===== src/rtl/fb_fetch.sv =====
// Framebuffer prefetch: sequential 16-bit PSRAM reads into a credit-limited FIFO drained by VGA pops.
// Define FB_FETCH_STATS_EN to build the saturating underrun event counter.
module fb_fetch #(
  parameter int          FIFO_DEPTH      = 16,
  parameter int          WORDS_PER_FRAME = 153600,
  parameter logic [25:0] BASE_ADDR       = 26'h0000000
) (
  input  logic        clk_100mhz,
  input  logic        n_reset,
  input  logic        frame_start_i,
  input  logic        pix_rd_i,
  output logic [15:0] pix_data_o,
  output logic        pix_valid_o,
  output logic        underrun_o,
  output logic [15:0] underrun_cnt_o,
  output logic        mem_cs_o,
  output logic        mem_rnw_o,
  output logic [25:0] mem_addr_o,
  input  logic [15:0] mem_rdata_i,
  input  logic        mem_ready_i
);

  localparam int          AW    = $clog2(FIFO_DEPTH);
  localparam logic [17:0] WPF   = 18'(WORDS_PER_FRAME);
  localparam logic [AW:0] DEPTH = (AW+1)'(FIFO_DEPTH);

  typedef enum logic [1:0] {IDLE, REQ, DONE, DRAIN} state_t;
  state_t state, state_nxt;

  logic [15:0]   fifo_mem [FIFO_DEPTH];
  logic [AW-1:0] wr_ptr, rd_ptr;
  logic [AW:0]   count;
  logic [17:0]   word_cnt;

  logic empty, free_ok, push, pop_ok, empty_pop, hold_cnt, clr_cnt;

  // cs high means one transaction is outstanding and already owns a FIFO slot
  assign empty     = (count == '0);
  assign free_ok   = (count + {{AW{1'b0}}, mem_cs_o}) < DEPTH;
  assign push      = (state == REQ) && mem_ready_i && !frame_start_i;
  assign pop_ok    = pix_rd_i && !empty && !frame_start_i;
  assign empty_pop = pix_rd_i && empty && !frame_start_i;
  // address must stay put while a transaction is still open, even across a restart
  assign hold_cnt  = mem_cs_o && !mem_ready_i;
  assign clr_cnt   = (frame_start_i || (state == DRAIN)) && !hold_cnt;

  assign mem_rnw_o  = 1'b1;
  assign mem_addr_o = BASE_ADDR + {8'b0, word_cnt};

  always_ff @(posedge clk_100mhz or negedge n_reset)
    if (!n_reset) state <= IDLE;
    else          state <= state_nxt;

  always_comb begin
    state_nxt = state;
    case (state)
      IDLE:    if (frame_start_i)   state_nxt = IDLE;
               else if (word_cnt >= WPF) state_nxt = DONE;
               else if (free_ok)    state_nxt = REQ;
      REQ:     if (mem_ready_i)     state_nxt = IDLE;
               else if (frame_start_i) state_nxt = DRAIN;
      DRAIN:   if (mem_ready_i)     state_nxt = IDLE;
      DONE:    if (frame_start_i)   state_nxt = IDLE;
      default:                      state_nxt = IDLE;
    endcase
  end

  always_comb begin
    mem_cs_o = 1'b0;
    case (state)
      REQ, DRAIN: mem_cs_o = 1'b1;
      default:    mem_cs_o = 1'b0;
    endcase
  end

  always_ff @(posedge clk_100mhz or negedge n_reset)
    if (!n_reset)     word_cnt <= '0;
    else if (clr_cnt) word_cnt <= '0;
    else if (push)    word_cnt <= word_cnt + 18'd1;

  always_ff @(posedge clk_100mhz or negedge n_reset)
    if (!n_reset) begin
      wr_ptr <= '0;
      rd_ptr <= '0;
      count  <= '0;
    end else if (frame_start_i) begin
      wr_ptr <= '0;
      rd_ptr <= '0;
      count  <= '0;
    end else begin
      if (push)   wr_ptr <= wr_ptr + 1'b1;
      if (pop_ok) rd_ptr <= rd_ptr + 1'b1;
      case ({push, pop_ok})
        2'b10:   count <= count + 1'b1;
        2'b01:   count <= count - 1'b1;
        default: count <= count;
      endcase
    end

  always_ff @(posedge clk_100mhz)
    if (push) fifo_mem[wr_ptr] <= mem_rdata_i;

  always_ff @(posedge clk_100mhz or negedge n_reset)
    if (!n_reset) begin
      pix_data_o  <= '0;
      pix_valid_o <= 1'b0;
      underrun_o  <= 1'b0;
    end else begin
      pix_valid_o <= pop_ok;
      if (pix_rd_i) pix_data_o <= pop_ok ? fifo_mem[rd_ptr] : 16'h0000;
      if (frame_start_i)  underrun_o <= 1'b0;
      else if (empty_pop) underrun_o <= 1'b1;
    end

`ifdef FB_FETCH_STATS_EN
  always_ff @(posedge clk_100mhz or negedge n_reset)
    if (!n_reset)                                 underrun_cnt_o <= '0;
    else if (frame_start_i)                       underrun_cnt_o <= '0;
    else if (empty_pop && underrun_cnt_o != 16'hFFFF) underrun_cnt_o <= underrun_cnt_o + 16'd1;
`else
  assign underrun_cnt_o = 16'h0000;
`endif

endmodule


===== config.mk =====
export PLATFORM = sky130hd
export DESIGN_NAME = fb_fetch
export DESIGN_NICKNAME = d
export VERILOG_FILES = /design/src/rtl/fb_fetch.sv
export SDC_FILE = /design/constraint.sdc
export NUM_CORES = 1
export LEC_CHECK = 0
export CELL_PAD_IN_SITES_DETAIL_PLACEMENT = 0
export CELL_PAD_IN_SITES_GLOBAL_PLACEMENT = 1
export CORE_MARGIN = 4
export CORE_UTILIZATION = 51
export CTS_CLUSTER_SIZE = 10
export DETAILED_ROUTE_END_ITERATION = 6
export GPL_TIMING_DRIVEN = 0
export HOLD_SLACK_MARGIN = 0.1
export PLACE_DENSITY = 0.8
export SLEW_MARGIN = 20
export SYNTH_ARGS = -nofsm -noshare
export SYNTH_HDL_FRONTEND = slang
export SYNTH_SLANG_ARGS = --single-unit
export TNS_END_PERCENT = 20

===== constraint.sdc =====
create_clock -name clk_100mhz -period 3.71 [get_ports clk_100mhz]
set_clock_uncertainty 0.15 [all_clocks]
set_input_delay 0.371 -clock clk_100mhz [delete_from_list [all_inputs] [get_ports clk_100mhz]]
set_output_delay 0.371 -clock clk_100mhz [all_outputs]
set_load 0.005 [all_outputs]

# ---- After elaboration in Yosys (flattened, before gate mapping)
# Memory sizes are Yosys's and may differ from the RTL's.
# Cells that the tools add are included.
dict set report totals {
  register_bits 51
  mem_bits_rw 256
  in_bits 21
  word_cells 70
  mem_count 1
}
# memory words width rd rd_ports_with_merged_regs write_ports line_no
set memory_table {}
lappend memory_table {fifo_mem 16 16 1 0 1 30} ;# logic [15:0] fifo_mem [FIFO_DEPTH];
dict set report op_classes {
  addsub 6
  n_lt_le_gt_ge 2
  eq_ne 9
  muxes 22
  reduce_logical 22
}
# operator n
set op_table {}
lappend op_table {{2-to-1 mux 18 bit} 2}
lappend op_table {{adder 18 x 1 -> 18 bit (second input constant)} 1}
lappend op_table {{>= comparator 18 bit (second input constant)} 1}
lappend op_table {{2-to-1 mux 16 bit} 1}
lappend op_table {{2-to-1 mux 4 bit} 4}
lappend op_table {{2-to-1 mux 2 bit} 7}
lappend op_table {{case mux 5 bit (2 select lines)} 1}
lappend op_table {{adder 4 x 1 -> 4 bit (second input constant)} 2}
lappend op_table {{logical AND 1 bit} 8}
lappend op_table {{case mux 2 bit (4 select lines)} 1}
lappend op_table {{nonzero test 2 bit} 4}
lappend op_table {{== test 2 bit (second input constant)} 3}
lappend op_table {{adder 5 x 1 -> 5 bit} 1}
lappend op_table {{adder 5 x 1 -> 5 bit (second input constant)} 1}
lappend op_table {{zero test 5 bit} 1}
lappend op_table {{< comparator 5 bit (second input constant)} 1}
lappend op_table {{2-to-1 mux 1 bit} 5}
lappend op_table {{2-to-1 mux 5 bit} 1}
lappend op_table {{subtractor 5 x 1 -> 5 bit (second input constant)} 1}
lappend op_table {{== test 2 x 1 -> 1 bit (second input constant)} 2}
lappend op_table {{zero test 1 bit} 4}
lappend op_table {{!= test 2 bit (second input constant)} 2}
lappend op_table {{!= test 4 bit (second input constant)} 1}
lappend op_table {{AND reduction 4 bit} 1}
lappend op_table {{5 further kinds} 5}

# ---- Logic depth before layout (Yosys ltp)
dict set report logic_depth {
  depth_word 9
  depth_mapped 10
  ltp_nobuf 9
}

# ---- Least setup slack after synthesis
# No wires, ideal clock.
dict set report synth_timing {
  kind {input port to flip-flop}
  startpoint {input frame_start_i}
  endpoint {memory fifo_mem[3][0] (enable)}
  setup_time_ns 0.430
  t_arrival_ns 2.701
  required_ns 3.130
  slack_ns 0.428
  path_stages 5
  n_path_buf 3
  cell_sequence {clkbuf_1 > nand4bb_1 > clkbuf_1 > buf_1 > nor4_1}
}
dict set report synth_between {
  elab_chain_cells 4
}
# item line_no
set synth_lines {}
lappend synth_lines {{start: declaration} 10} ;# input logic frame_start_i,
lappend synth_lines {{zero test 1 bit} 40} ;# assign push = (state == REQ) && mem_ready_i && !frame_start_i;
lappend synth_lines {{logical AND 1 bit} 40}
lappend synth_lines {{2-to-1 mux 1 bit} 101} ;# if (push) fifo_mem[wr_ptr] <= mem_rdata_i;
lappend synth_lines {{2-to-1 mux 1 bit (not written as such)} 101}
lappend synth_lines {{end: declaration} 30}
# Every way passes these cells.

# ---- Worst setup path in the final report
dict set report layout_timing {
  startpoint {register state[0]}
  endpoint {memory fifo_mem[14][2] (enable)}
}
dict set report layout_between {
  elab_chain_cells 5
}
# item line_no
set layout_lines {}
lappend layout_lines {{start: declaration} 28} ;# state_t state, state_nxt;
lappend layout_lines {{start signal: assignment} 52} ;# else state <= state_nxt;
lappend layout_lines {{== test 2 x 1 -> 1 bit} 40}
lappend layout_lines {{logical AND 1 bit (2 in a row)} 40}
lappend layout_lines {{2-to-1 mux 1 bit} 101}
lappend layout_lines {{2-to-1 mux 1 bit (not written as such)} 101}
# Every way passes these cells.

==> impl_results.html <==
<table>
<tr><th>Metric</th><th>Value</th></tr>
<tr><th colspan="2">Routing</th></tr>
<tr><td>Total DRC errors in the routed layout</td><td>0</td></tr>
<tr><td>Initial DRC count</td><td>549</td></tr>
<tr><td>Antenna Violating Nets Remaining</td><td>0</td></tr>
<tr><td>Met3 wire len</td><td>1.78 mm</td></tr>
<tr><td>WL final</td><td>26.9 mm</td></tr>
<tr><td>Metal2 WL</td><td>13.3 mm</td></tr>
<tr><td>Highest layer used for signal routing</td><td>met4</td></tr>
<tr><td>Vias per Instance</td><td>5.75</td></tr>
<tr><td>Detailed-router iteration count before antenna repair</td><td>5</td></tr>
<tr><td>Routed metal-1 wire length</td><td>11.3 mm</td></tr>
<tr><td>Wire per inst</td><td>22.9 µm</td></tr>
<tr><td>Number of vias after detailed routing</td><td>6739</td></tr>
<tr><th colspan="2">Timing</th></tr>
<tr><td>Final setup violating endpoints</td><td>0</td></tr>
<tr><td>Final Hold Vio Count</td><td>0</td></tr>
<tr><td>Setup repair after global routing missed its margin</td><td>false</td></tr>
<tr><td>Final slew viol count</td><td>0</td></tr>
<tr><td>Max_slew headroom</td><td>28.0%</td></tr>
<tr><td>Worst slew pin tran</td><td>1080 ps</td></tr>
<tr><td>Final period util</td><td>87.4%</td></tr>
<tr><td>Achievable Freq</td><td>308 MHz</td></tr>
<tr><td>Worst setup margin</td><td>467 ps</td></tr>
<tr><td>Final critical path time including I/O delays and setup</td><td>3240 ps</td></tr>
<tr><th colspan="2">Yosys</th></tr>
<tr><td>Most used flip-flop cell after synthesis</td><td>sky130_fd_sc_hd__edfxtp_1</td></tr>
<tr><td>Share of synthesized cell area in and, or, nand and nor gates</td><td>5.08%</td></tr>
<tr><td>Proportion of synthesized chip area in sequential cells</td><td>71.6%</td></tr>
<tr><td>Syn_area_per_cell</td><td>18.2 µm²</td></tr>
<tr><td>Combined area of all synthesized cells</td><td>12500 µm²</td></tr>
<tr><td>Portion of netlist area occupied by mux cells</td><td>14.7%</td></tr>
<tr><td>Complex-gate fraction of the synthesized area</td><td>3.35%</td></tr>
<tr><td>Post-synth EDFFs</td><td>256</td></tr>
<tr><td>Fraction of the mapped netlist area in adder cells</td><td>0.899%</td></tr>
<tr><td>Flops &amp; latches, synth</td><td>307</td></tr>
<tr><td>Top post-synthesis cells by area</td><td>sky130_fd_sc_hd__edfxtp_1 61%, sky130_fd_sc_hd__mux4_2 12%, sky130_fd_sc_hd__dfrtp_1 10%</td></tr>
<tr><td>Yosys top cell area share</td><td>61.4%</td></tr>
<tr><td>Cell taking the most area after synthesis</td><td>sky130_fd_sc_hd__edfxtp_1</td></tr>
<tr><td>Fraction of synthesized cell area in xor and xnor cells</td><td>1.19%</td></tr>
<tr><td>Warnings from Yosys</td><td>0</td></tr>
<tr><td>Ys async rst share</td><td>16.6%</td></tr>
<tr><td>Largest family of logic cells by synthesized area</td><td>multiplexers</td></tr>
<tr><td>Number of unique standard cell types used by synthesis</td><td>54</td></tr>
<tr><td>Instance count of the mapped netlist</td><td>687</td></tr>
<tr><th colspan="2">Clock tree</th></tr>
<tr><td>Post-CTS repair timing setup buffer count</td><td>0</td></tr>
<tr><td>Root buffer selected by CTS</td><td>sky130_fd_sc_hd__clkbuf_16</td></tr>
<tr><td>TritonCTS clock tree</td><td>yes</td></tr>
<tr><td>H-Tree Depth</td><td>2</td></tr>
<tr><td>Clk sinks</td><td>307</td></tr>
<tr><td>Max Buffers Root-to-Sink</td><td>3</td></tr>
<tr><td>Later-pin clock latency in the skew report</td><td>510 ps</td></tr>
<tr><td>Clock transition at path regs</td><td>50 ps</td></tr>
<tr><td>Number of buffers added by the clock tree synthesis step</td><td>37</td></tr>
<tr><th colspan="2">Placement</th></tr>
<tr><td>Placed instance count</td><td>1105</td></tr>
<tr><td>Worst setup slack before clock tree synthesis</td><td>270 ps</td></tr>
<tr><td>IO buf count</td><td>55</td></tr>
<tr><td>Final RePlAce weighted congestion</td><td>0.826</td></tr>
<tr><td>Placed Instance Area</td><td>13700 µm²</td></tr>
<tr><td>Total half-perimeter wirelength after legalization and detailed placement</td><td>17.5 mm</td></tr>
<tr><th colspan="2">Global routing</th></tr>
<tr><td>Maximum number of pins on one net before global-route repair</td><td>52</td></tr>
<tr><td>Antenna violations before repair</td><td>0</td></tr>
<tr><td>Residual overflow from global routing</td><td>0</td></tr>
<tr><td>Global-route wire length before repair</td><td>41.6 mm</td></tr>
<tr><td>Via count of the first global-routing pass</td><td>7017</td></tr>
<tr><td>Overall fraction of global-route tracks in use</td><td>20.5%</td></tr>
<tr><th colspan="2">Worst setup path</th></tr>
<tr><td>Worst Setup End Kind</td><td>flip-flop</td></tr>
<tr><td>Crit Path Category</td><td>reg -&gt; reg</td></tr>
<tr><td>Maximum fanout along the worst path</td><td>10</td></tr>
<tr><td>Worst Setup Start Kind</td><td>flip-flop</td></tr>
<tr><td>Startpoint of the worst register-to-register path</td><td>state[0]</td></tr>
<tr><td>R2R Path End</td><td>fifo_mem[14][2]</td></tr>
<tr><td>Critical path required time</td><td>3770 ps</td></tr>
<tr><td>Data arrival time at the worst-slack endpoint</td><td>3300 ps</td></tr>
<tr><td>Internal reg-to-reg setup slack</td><td>470 ps</td></tr>
<tr><td>Depth of the worst register-to-register path</td><td>5</td></tr>
<tr><th colspan="2">Layout</th></tr>
<tr><td>Layout area overhead</td><td>18.2%</td></tr>
<tr><td>Number of non-filler instances in the completed layout</td><td>1173</td></tr>
<tr><td>Nets</td><td>851</td></tr>
<tr><td>Fraction of final layout cells sized beyond drive strength 1</td><td>21.8%</td></tr>
<tr><td>N_diodes</td><td>0</td></tr>
<tr><td>Utilization after layout</td><td>61.0%</td></tr>
<tr><td>Number of fillers in the final layout</td><td>1764</td></tr>
<tr><td>Final Instance Area</td><td>14800 µm²</td></tr>
<tr><th colspan="2">Die</th></tr>
<tr><td>Initial core utilization</td><td>51.6%</td></tr>
<tr><td>Top-level port count</td><td>83</td></tr>
<tr><td>Core Box Area</td><td>24200 µm²</td></tr>
<tr><td>Die Footprint</td><td>27100 µm²</td></tr>
<tr><td>Site Rows</td><td>57</td></tr>
<tr><td>Die Y-Extent</td><td>165 µm</td></tr>
<tr><td>X dimension of the die</td><td>165 µm</td></tr>
<tr><th colspan="2">Worst hold path</th></tr>
<tr><td>Cell depth of the worst hold path</td><td>3</td></tr>
<tr><td>Beginning of the worst hold path</td><td>pix_rd_i</td></tr>
<tr><td>Class of the worst hold path</td><td>in -&gt; reg</td></tr>
<tr><td>Worst Hold End</td><td>underrun_o</td></tr>
<tr><th colspan="2">Power</th></tr>
<tr><td>IR Drop Worst-Case VDD</td><td>331 µV</td></tr>
<tr><td>Lkg Pwr</td><td>5.01 nW</td></tr>
<tr><td>Pwr per Cell Area</td><td>575 nW/µm²</td></tr>
<tr><td>PnR Total Power</td><td>0.00851 W</td></tr>
<tr><th colspan="2">Status</th></tr>
<tr><td>Result of the run</td><td>finished clean</td></tr>
<tr><th colspan="2">Flow run</th></tr>
<tr><td>Max-cap violations</td><td>0</td></tr>
</table>
-- synth_stat cells, types with 3 or more instances --
library cell               instances
sky130_fd_sc_hd__mux2_2           18
sky130_fd_sc_hd__buf_2             7
sky130_fd_sc_hd__buf_4            25
sky130_fd_sc_hd__nor4_1            9
sky130_fd_sc_hd__or3_1             8
sky130_fd_sc_hd__nand4_1           4
sky130_fd_sc_hd__edfxtp_1        256
sky130_fd_sc_hd__inv_1            14
sky130_fd_sc_hd__mux4_2           64
sky130_fd_sc_hd__o21ai_0           8
sky130_fd_sc_hd__nand2_1          11
sky130_fd_sc_hd__a21oi_1          11
sky130_fd_sc_hd__a221o_1          16
sky130_fd_sc_hd__dfrtp_1          51
sky130_fd_sc_hd__or4_1             3
sky130_fd_sc_hd__nor2_1           48
sky130_fd_sc_hd__nand3_1           9
sky130_fd_sc_hd__xnor2_1          11
sky130_fd_sc_hd__and3_1            9
sky130_fd_sc_hd__nor2b_1           4
sky130_fd_sc_hd__ha_1              9
sky130_fd_sc_hd__buf_1             6
sky130_fd_sc_hd__a211oi_1          3
sky130_fd_sc_hd__xor2_1            6
sky130_fd_sc_hd__nand2b_1          4
sky130_fd_sc_hd__nor3_1            3
sky130_fd_sc_hd__mux2i_1          19
sky130_fd_sc_hd__clkbuf_1         20
-- metal layers --
metal | global-route usage (%) | vias up
met4 | 5.33 | 0
met1 | 28.8 | 3494
met5 | 0 | -
li1 | - | 2952
met2 | 33.7 | 246
met3 | 3.72 | 47
-- how the worst max path moves through the flow --
stage          slack (ps)  cells past startpoint               end          start
2_1_floorplan         430                      5    fifo_mem[3][0]  frame_start_i
5_1_grt               290                      5   fifo_mem[14][2]       state[0]
4_1_cts               470                      5   fifo_mem[14][2]       state[0]
6_report              470                      5   fifo_mem[14][2]       state[0]
3_3_place_gp        -1530                      5   fifo_mem[2][15]    mem_ready_i
3_5_place_dp          270                      5  fifo_mem[14][14]    mem_ready_i
-- where the power goes --
part           total, W  internal (W)  switching (W)
clock           0.00318       0.00189        0.00130
sequential      0.00398       0.00387       0.000111
combinational   0.00134      0.000671       0.000668
-- stage by stage --
stage,TNS (ps),hold slack [ps]
after floorplan,0,-74.6
after global placement,-108870,354
after detailed placement,0,331
after global routing,0,238
after CTS,0,155
final,0,173
-- cell usage in the layout (no fill, tap or decap), types with 5 or more instances in the layout --
cell and n:
sky130_fd_sc_hd__buf_4 33, sky130_fd_sc_hd__mux4_2 64, sky130_fd_sc_hd__conb_1 25, sky130_fd_sc_hd__a221o_1 16, sky130_fd_sc_hd__nand2_1 11, sky130_fd_sc_hd__and3_1 9, sky130_fd_sc_hd__mux2i_1 19, sky130_fd_sc_hd__inv_1 14
sky130_fd_sc_hd__clkbuf_16 37, sky130_fd_sc_hd__dfrtp_1 51, sky130_fd_sc_hd__ha_1 9, sky130_fd_sc_hd__nor2_1 44, sky130_fd_sc_hd__nand3_1 9, sky130_fd_sc_hd__a21oi_1 11, sky130_fd_sc_hd__or3_1 8, sky130_fd_sc_hd__clkdlybuf4s50_1 54
sky130_fd_sc_hd__buf_1 6, sky130_fd_sc_hd__xnor2_1 11, sky130_fd_sc_hd__edfxtp_1 256, sky130_fd_sc_hd__mux2_2 18, sky130_fd_sc_hd__xor2_1 6, sky130_fd_sc_hd__buf_2 12, sky130_fd_sc_hd__nor4_1 5, sky130_fd_sc_hd__o21ai_0 8
sky130_fd_sc_hd__clkbuf_1 44
-- kinds of logic (layout without fill, tap and decap cells) --
logic type | count (synthesis) | in the layout
flops | 307 | 307
simple gates | 122 | 122
buf+inv | 74 | 213
compound gates | 54 | 54
mux | 102 | 102
other cells | 2 | 25
xor+xnor | 17 | 17
fa+ha+maj | 9 | 9
-- registers in the layout, indices dropped and copies added (netlist names) --
signal / cells
word_cnt: 18
underrun_o: 1
rd_ptr: 4
state: 2
count: 5
wr_ptr: 4
fifo_mem: 256
pix_data_o: 16
pix_valid_o: 1
-- layout make-up --
type,count,area [µm²],share of cell area (%)
inverters,15,56.3,0.380
multi-input cells,329,3290,22.2
flip-flops and latches,307,8960,60.6
clock buffers,62,1030,6.96
plain buffers,59,332,2.24
clock inverters,5,32.5,0.220
well taps,324,405,2.74
repair buffers,72,688,4.65
-- critical path, cell delays in order, from the launching register on --
cell and delay, ps:
sky130_fd_sc_hd__dfrtp_1 350, sky130_fd_sc_hd__clkbuf_1 300, sky130_fd_sc_hd__nor4bb_1 900, sky130_fd_sc_hd__nand3_1 370, sky130_fd_sc_hd__nor2_2 620, sky130_fd_sc_hd__buf_6 250
-- repair_timing --
| action | in CTS | in global routing |
|---|---|---|
| hold endpoints to repair | 51 | 0 |
| gates resized for setup | 0 | 0 |
| hold buffers | 1 | 0 |
| setup endpoints to repair | 0 | 0 |
(Power assumes the default switching activity.)
